<file path="src/rtl/seek_cd_acc.sv">
// seek_cd_acc: two-stage c/d field-sum pipeline with valid/ready handshakes and an
// ACC_LEN-sample accumulate mode. Define SEEK_CD_SAT_EN for saturating sums and a sat output.

module seek_cd_acc #(
  parameter int unsigned DW      = 32,
  parameter int unsigned F0W     = 7,
  parameter int unsigned F1W     = 13,
  parameter int unsigned F2W     = 13,
  parameter int unsigned ACC_LEN = 4,
  parameter int unsigned CW      = 8
) (
  input  logic            clk,
  input  logic            reset,
  input  logic [2*DW+1:0] z,
  input  logic            in_valid,
  output logic            in_ready,
  input  logic            mode,
  output logic [DW-1:0]   c,
  output logic [DW+1:0]   d,
  output logic            out_valid,
  input  logic            out_ready,
  output logic            idle,
  output logic [CW-1:0]   cnt
`ifdef SEEK_CD_SAT_EN
  ,
  output logic            sat
`endif
);

  localparam int unsigned ZW  = 2 * DW + 2;
  localparam int unsigned M   = ZW - 1;
  localparam int unsigned SW  = ZW + 2;
  localparam int unsigned P1W = F0W + F1W;
  localparam int unsigned P2W = F0W + F1W + F2W;

  logic [SW-1:0] f0_x, f1_x, f2_x, p1_x, p2_x;
  logic [DW-1:0] cs, s1_c_q, acc_c_q, acc_c_d, sum_c, c_d;
  logic [DW+1:0] ds, s1_d_q, acc_d_q, acc_d_d, sum_d, d_d;
  logic          s1_valid_q, s1_adv, s2_free, accept, last, out_valid_d, mode_q;
  logic [CW-1:0] cnt_d;

  // Bits of z below field 2 carry no information for this stage.
  logic unused_z;
  assign unused_z = ^z;

`ifdef SEEK_CD_SAT_EN
  logic [SW-1:0]  c_raw, d_raw;
  logic [DW:0]    add_c;
  logic [DW+2:0]  add_d;
  logic           cs_sat, s1_sat_q, acc_sat_q, acc_sat_d, add_sat, sat_d;
`endif

  // Fields and nested prefixes, zero-extended to a width that cannot overflow.
  always_comb begin
    f0_x = '0;
    f1_x = '0;
    f2_x = '0;
    p1_x = '0;
    p2_x = '0;
    f0_x[F0W-1:0] = z[M -: F0W];
    f1_x[F1W-1:0] = z[M-F0W -: F1W];
    f2_x[F2W-1:0] = z[M-F0W-F1W -: F2W];
    p1_x[P1W-1:0] = z[M -: P1W];
    p2_x[P2W-1:0] = z[M -: P2W];
  end

`ifdef SEEK_CD_SAT_EN
  always_comb begin
    c_raw  = f0_x + f1_x + f2_x;
    d_raw  = f0_x + p1_x + p2_x;
    cs     = (|c_raw[SW-1:DW])   ? '1 : c_raw[DW-1:0];
    ds     = (|d_raw[SW-1:DW+2]) ? '1 : d_raw[DW+1:0];
    cs_sat = (|c_raw[SW-1:DW]) | (|d_raw[SW-1:DW+2]);
  end

  always_comb begin
    add_c   = {1'b0, acc_c_q} + {1'b0, s1_c_q};
    add_d   = {1'b0, acc_d_q} + {1'b0, s1_d_q};
    sum_c   = add_c[DW]   ? '1 : add_c[DW-1:0];
    sum_d   = add_d[DW+2] ? '1 : add_d[DW+1:0];
    add_sat = s1_sat_q | add_c[DW] | add_d[DW+2];
  end
`else
  always_comb begin
    cs    = DW'(f0_x + f1_x + f2_x);
    ds    = (DW+2)'(f0_x + p1_x + p2_x);
    sum_c = acc_c_q + s1_c_q;
    sum_d = acc_d_q + s1_d_q;
  end
`endif

  // Handshake plumbing
  assign s2_free  = !out_valid || out_ready;
  assign s1_adv   = s1_valid_q && s2_free;
  assign in_ready = !s1_valid_q || s1_adv;
  assign accept   = in_valid && in_ready;
  assign idle     = !s1_valid_q && !out_valid && (cnt == '0);
  assign last     = (cnt == CW'(ACC_LEN - 1));

  // Stage 1: registered sample sums
  always_ff @(posedge clk or posedge reset) begin
    if (reset) begin
      s1_valid_q <= 1'b0;
      s1_c_q     <= '0;
      s1_d_q     <= '0;
`ifdef SEEK_CD_SAT_EN
      s1_sat_q   <= 1'b0;
`endif
    end else if (accept) begin
      s1_valid_q <= 1'b1;
      s1_c_q     <= cs;
      s1_d_q     <= ds;
`ifdef SEEK_CD_SAT_EN
      s1_sat_q   <= cs_sat;
`endif
    end else if (s1_adv) begin
      s1_valid_q <= 1'b0;
    end
  end

  // Stage 2: output register and accumulator next state
  always_comb begin
    c_d         = c;
    d_d         = d;
    out_valid_d = out_valid && !out_ready;
    acc_c_d     = acc_c_q;
    acc_d_d     = acc_d_q;
    cnt_d       = cnt;
`ifdef SEEK_CD_SAT_EN
    acc_sat_d   = acc_sat_q;
    sat_d       = sat;
`endif
    if (s1_adv) begin
      if (!mode_q) begin
        c_d         = s1_c_q;
        d_d         = s1_d_q;
        out_valid_d = 1'b1;
`ifdef SEEK_CD_SAT_EN
        sat_d       = s1_sat_q;
`endif
      end else if (last) begin
        c_d         = sum_c;
        d_d         = sum_d;
        out_valid_d = 1'b1;
        acc_c_d     = '0;
        acc_d_d     = '0;
        cnt_d       = '0;
`ifdef SEEK_CD_SAT_EN
        sat_d       = acc_sat_q | add_sat;
        acc_sat_d   = 1'b0;
`endif
      end else begin
        acc_c_d     = sum_c;
        acc_d_d     = sum_d;
        cnt_d       = cnt + CW'(1);
`ifdef SEEK_CD_SAT_EN
        acc_sat_d   = acc_sat_q | add_sat;
`endif
      end
    end
  end

  always_ff @(posedge clk or posedge reset) begin
    if (reset) begin
      c         <= '0;
      d         <= '0;
      out_valid <= 1'b0;
      acc_c_q   <= '0;
      acc_d_q   <= '0;
      cnt       <= '0;
`ifdef SEEK_CD_SAT_EN
      acc_sat_q <= 1'b0;
      sat       <= 1'b0;
`endif
    end else begin
      c         <= c_d;
      d         <= d_d;
      out_valid <= out_valid_d;
      acc_c_q   <= acc_c_d;
      acc_d_q   <= acc_d_d;
      cnt       <= cnt_d;
`ifdef SEEK_CD_SAT_EN
      acc_sat_q <= acc_sat_d;
      sat       <= sat_d;
`endif
    end
  end

  // Mode only switches between windows so a window never mixes modes.
  always_ff @(posedge clk or posedge reset) begin
    if (reset) begin
      mode_q <= 1'b0;
    end else if (idle) begin
      mode_q <= mode;
    end
  end

endmodule
</file>
<file path="config.mk">
export PLATFORM = sky130hd
export DESIGN_NAME = seek_cd_acc
export DESIGN_NICKNAME = d
export VERILOG_FILES = /design/src/rtl/seek_cd_acc.sv
export SDC_FILE = /design/constraint.sdc
export NUM_CORES = 1
export LEC_CHECK = 0
export BUFFER_PORTS_ARGS = -buffer_cell sky130_fd_sc_hd__buf_2
export CORE_MARGIN = 2
export CORE_UTILIZATION = 55
export CTS_CLUSTER_SIZE = 24
export DETAILED_ROUTE_END_ITERATION = 10
export PLACE_DENSITY = 0.74
export SYNTH_ARGS = -nofsm -noshare
export SYNTH_HDL_FRONTEND = slang
export SYNTH_SLANG_ARGS = --single-unit
</file>
<file path="constraint.sdc">
create_clock -name clk -period 11.1 [get_ports clk]
set_clock_uncertainty 0.2 [all_clocks]
set_input_delay 1.665 -clock clk [delete_from_list [all_inputs] [get_ports clk]]
set_output_delay 1.665 -clock clk [all_outputs]
set_load 0.05 [all_outputs]
</file>
==> results by group <==
Place
  • Port Buf Inserts: 114
  • GP Congestion: between 0.9 and 1
  • DP Wirelength: between 20 and 25 mm
  • Placed cell area: about 12000 um^2
  • Dpl ws: approximately 5.8 ns
  • Placed cell count: roughly 1600

Setup path
  • Crit-path leading delay family: compound AO/OA/AOI/OAI gates
  • Critical Path AT: 4.92 ns
  • Worst setup path category: input pin to flop
  • Slowest CP cell: o41ai_1
  • Buf+Inv Stages, Crit Path: 1
  • FF-to-FF End: acc_c_q[20]
  • R2R cell count: 7
  • Startpoint Class: input pin
  • R2R Path Start: mode_q
  • R2r setup slk: between 6 and 7 ns
  • Crit path max fanout: 4
  • Crit path required time: 11.19 ns
  • Crit-path cells: buf_2, fa_1, ha_1, fa_1, a21o_1, a31oi_1, o21bai_1, a21oi_1, nor2_1, o21a_1, o41ai_1, xor2_1, o21ai_0
  • Crit-path most repeated cell: fa_1
  • Crit path largest cell delay: 0.50 ns
  • Crit end category: flop

Yosys
  • Main combinational cell family by area after synthesis: compound AO/OA/AOI/OAI gates
  • EDFF count, synth: 0
  • Compound-Gate Fraction of Synth Area: 0.234
  • Synth Area in Adders: 0.109
  • Sequential cell area fraction in the yosys report: 0.393
  • Synthesized flop and latch total: between 150 and 200
  • Unique masters post-synth: 63
  • Asr flop ratio synth: 1.00
  • Mapped Nets: around 1400
  • Post-Synth XOR/XNOR Area: 0.0652
  • Post-synth top flop: dfrtp_1
  • Count of mapped cells out of synthesis: roughly 1300
  • Post-synthesis instance area: around 11000 um^2
  • Avg Inst Size Synth: between 8 and 9 um^2
  • Ys Warns: 0
  • Post-Synth Simple-Gate Area: 0.159
  • Post-synthesis mux area share: 0.0121

Routing
  • DR DRC count: 0
  • Post-route ant nets: 0
  • Via count: roughly 9800
  • WL final: ~30 mm
  • DR pass1 iterations: 5
  • DRT iter0 DRCs: 674
  • Vias per cell: about 6.0
  • Post-DR wirelength/cell: around 18 um

Timing
  • # setup viols final: 0
  • PnR worst setup slack: about 6.3 ns
  • Final worst-path cycle share: 0.435
  • Max Slew Vio Count: 0
  • Worst slew pin tran: roughly 1.1 ns
  • Rel. slew slack: 0.283
  • Hold Vio Cnt, Final: 0
  • Final min period: a little under 5 ns
  • Final worst hold slack: roughly 0.27 ns
  • Final setup TNS: 0 ns
  • Fmax: 0.207 GHz
  • RSZ-0062 raised after global routing: no

Cells and area
  • Area Growth Syn to Fin: 11.9%
  • N_diodes: 0
  • Most frequent cells in the layout: nand2_1, dfrtp_1, o21ai_0
  • Final net count: between 1500 and 2000
  • Share of cells above drive strength 1: 0.137
  • Final Cell Area: 12800 um^2
  • Non-filler instance count after layout: between 1500 and 2000
  • Most common cell after layout, fill and taps aside: nand2_1

Clock tree
  • Hold-fix buffers, CTS: 0
  • Worst-path clk slew: approximately 0.070 ns
  • PostCTS Resize Cnt: 0
  • Worst skew pair latency: between 0.4 and 0.5 ns
  • Number of buffers created by CTS: 17
  • Setup repair bufs after CTS: 0
  • Clock sink count: approximately 180
  • Clk root buf: clkbuf_16
  • H-tree Lvls: 4
  • Clock Path Buffers: 2
  • CTS tree: yes

Die
  • Die X: ~150 um
  • Core Region: 20300 um^2
  • Die ar.: roughly 22000 um^2
  • Starting Density: 0.562
  • Std-Cell Rows: 52
  • Chip height: 148 um
  • IO Pins: around 150

Job
  • Max Cap Viol: 0

Power
  • Pleak: around 6 nW
  • Power density over the cells: approximately 170 nW/um^2
  • VDD IR-drop max: around 0.093 mV

Hold path
  • Hold Path Sink: c[1]
  • Critical hold path startpoint: c[1]
  • Tightest Hold Check Type: flop to flop
  • Hold Crit Depth: 2

GRT
  • First-pass GRT wire length: 48.5 mm
  • Met2 Resource Use GR: 0.432
  • Initial antenna violation count: 0
  • GR peak layer: met2
  • Pin count of the biggest net entering global routing: a little over 80
  • Met3 Usage GRT: 0.0389
  • Vias in the first global route: 9443
  • Tot GR Track Use: 0.277
  • GRT overflow: 0
  • Met1 Usage GRT: 0.401

Outcome
  • Status: finished, final reports clean
[worst register-to-register path, delay by kind of cell (launching register included)]
kind / cells / cell delay, ns
AOI/OAI and AO/OA: 1 / 0.08
buffers and inverters: 3 / 1.91
DFF: 1 / 0.35
and+or+nand+nor: 3 / 1.89
[registers in the layout, indices dropped and copies added (netlist names)]
| signal | cells |
|---|---|
| acc_d_q | 34 |
| out_valid | 1 |
| acc_c_q | 32 |
| mode_q | 1 |
| s1_valid_q | 1 |
| s1_c_q | 2 |
| s1_d_q | 34 |
| cnt | 8 |
| c | 32 |
| d | 34 |
[layout make-up]
cell class | count | area, um^2
timing repair buffer | 124 | 646
clock buffer | 18 | 439
fill | 1769 | 7530
multi-input combinational | 1006 | 6610
tap | 270 | 338
clock inverter | 13 | 150
inverter | 27 | 106
sequential | 179 | 4480
[synthesized netlist by cell type (7+ instances only)]
library cell,n,share of area
o21a_1,12,0.0079
dfrtp_1,179,0.39
nor3_1,10,0.0044
xnor2_1,46,0.035
nor2b_1,20,0.011
a21o_1,30,0.020
a22o_1,27,0.021
a31oi_1,14,0.0077
nand2_1,181,0.060
nand4_1,12,0.0066
or3_1,10,0.0055
nand2b_1,10,0.0055
fa_1,10,0.018
xor2_1,39,0.030
a21oi_1,107,0.047
mux2i_1,7,0.0061
nand3_1,36,0.016
a211oi_1,9,0.0059
clkbuf_1,53,0.017
nor2_1,58,0.019
and3_1,24,0.013
o21ai_0,145,0.064
inv_1,26,0.0086
o31ai_1,23,0.015
ha_1,83,0.091
[power by group]
group          total, mW  internal (mW)  leakage (nW)  switching [mW]
combinational      0.706          0.214          3.49           0.492
sequential         0.815          0.737          2.33          0.0778
clock              0.620          0.341         0.283           0.279
total               2.14           1.29          6.11           0.849
[layer usage]
layer  part of all wire  vias up
li1                   -     4753
met5                  0        -
met3              0.063       41
met4              0.023        0
met2               0.45      326
met1               0.47     4702
[worst max path at each step]
| stage | from | end | depth (start not counted) |
|---|---|---|---|
| after floorplan | reset | acc_c_q[0] | 1 |
| after global placement | z[60] | s1_c_q[13] | 13 |
| after detailed placement | z[60] | s1_c_q[13] | 13 |
| after CTS | z[60] | s1_c_q[13] | 13 |
| after global routing | z[60] | s1_c_q[13] | 13 |
| final | z[60] | s1_c_q[13] | 13 |
[through the flow]
stage               utilization  power (mW)
finish                    0.629        2.14
global route              0.629        2.25
CTS                       0.629        2.14
detailed placement        0.600        1.53
global placement          0.600        1.51
floorplan                     -        1.34
[kinds of logic after synthesis]
logic type               Yosys count
AO/OA/AOI/OAI                    426
XOR/XNOR                          85
adder cells (fa/ha/maj)           93
buffers and inverters             88
flip-flops                       179
multiplexers                      13
AND/OR/NAND/NOR                  389
Note: power is estimated with default switching activity, not from simulation.
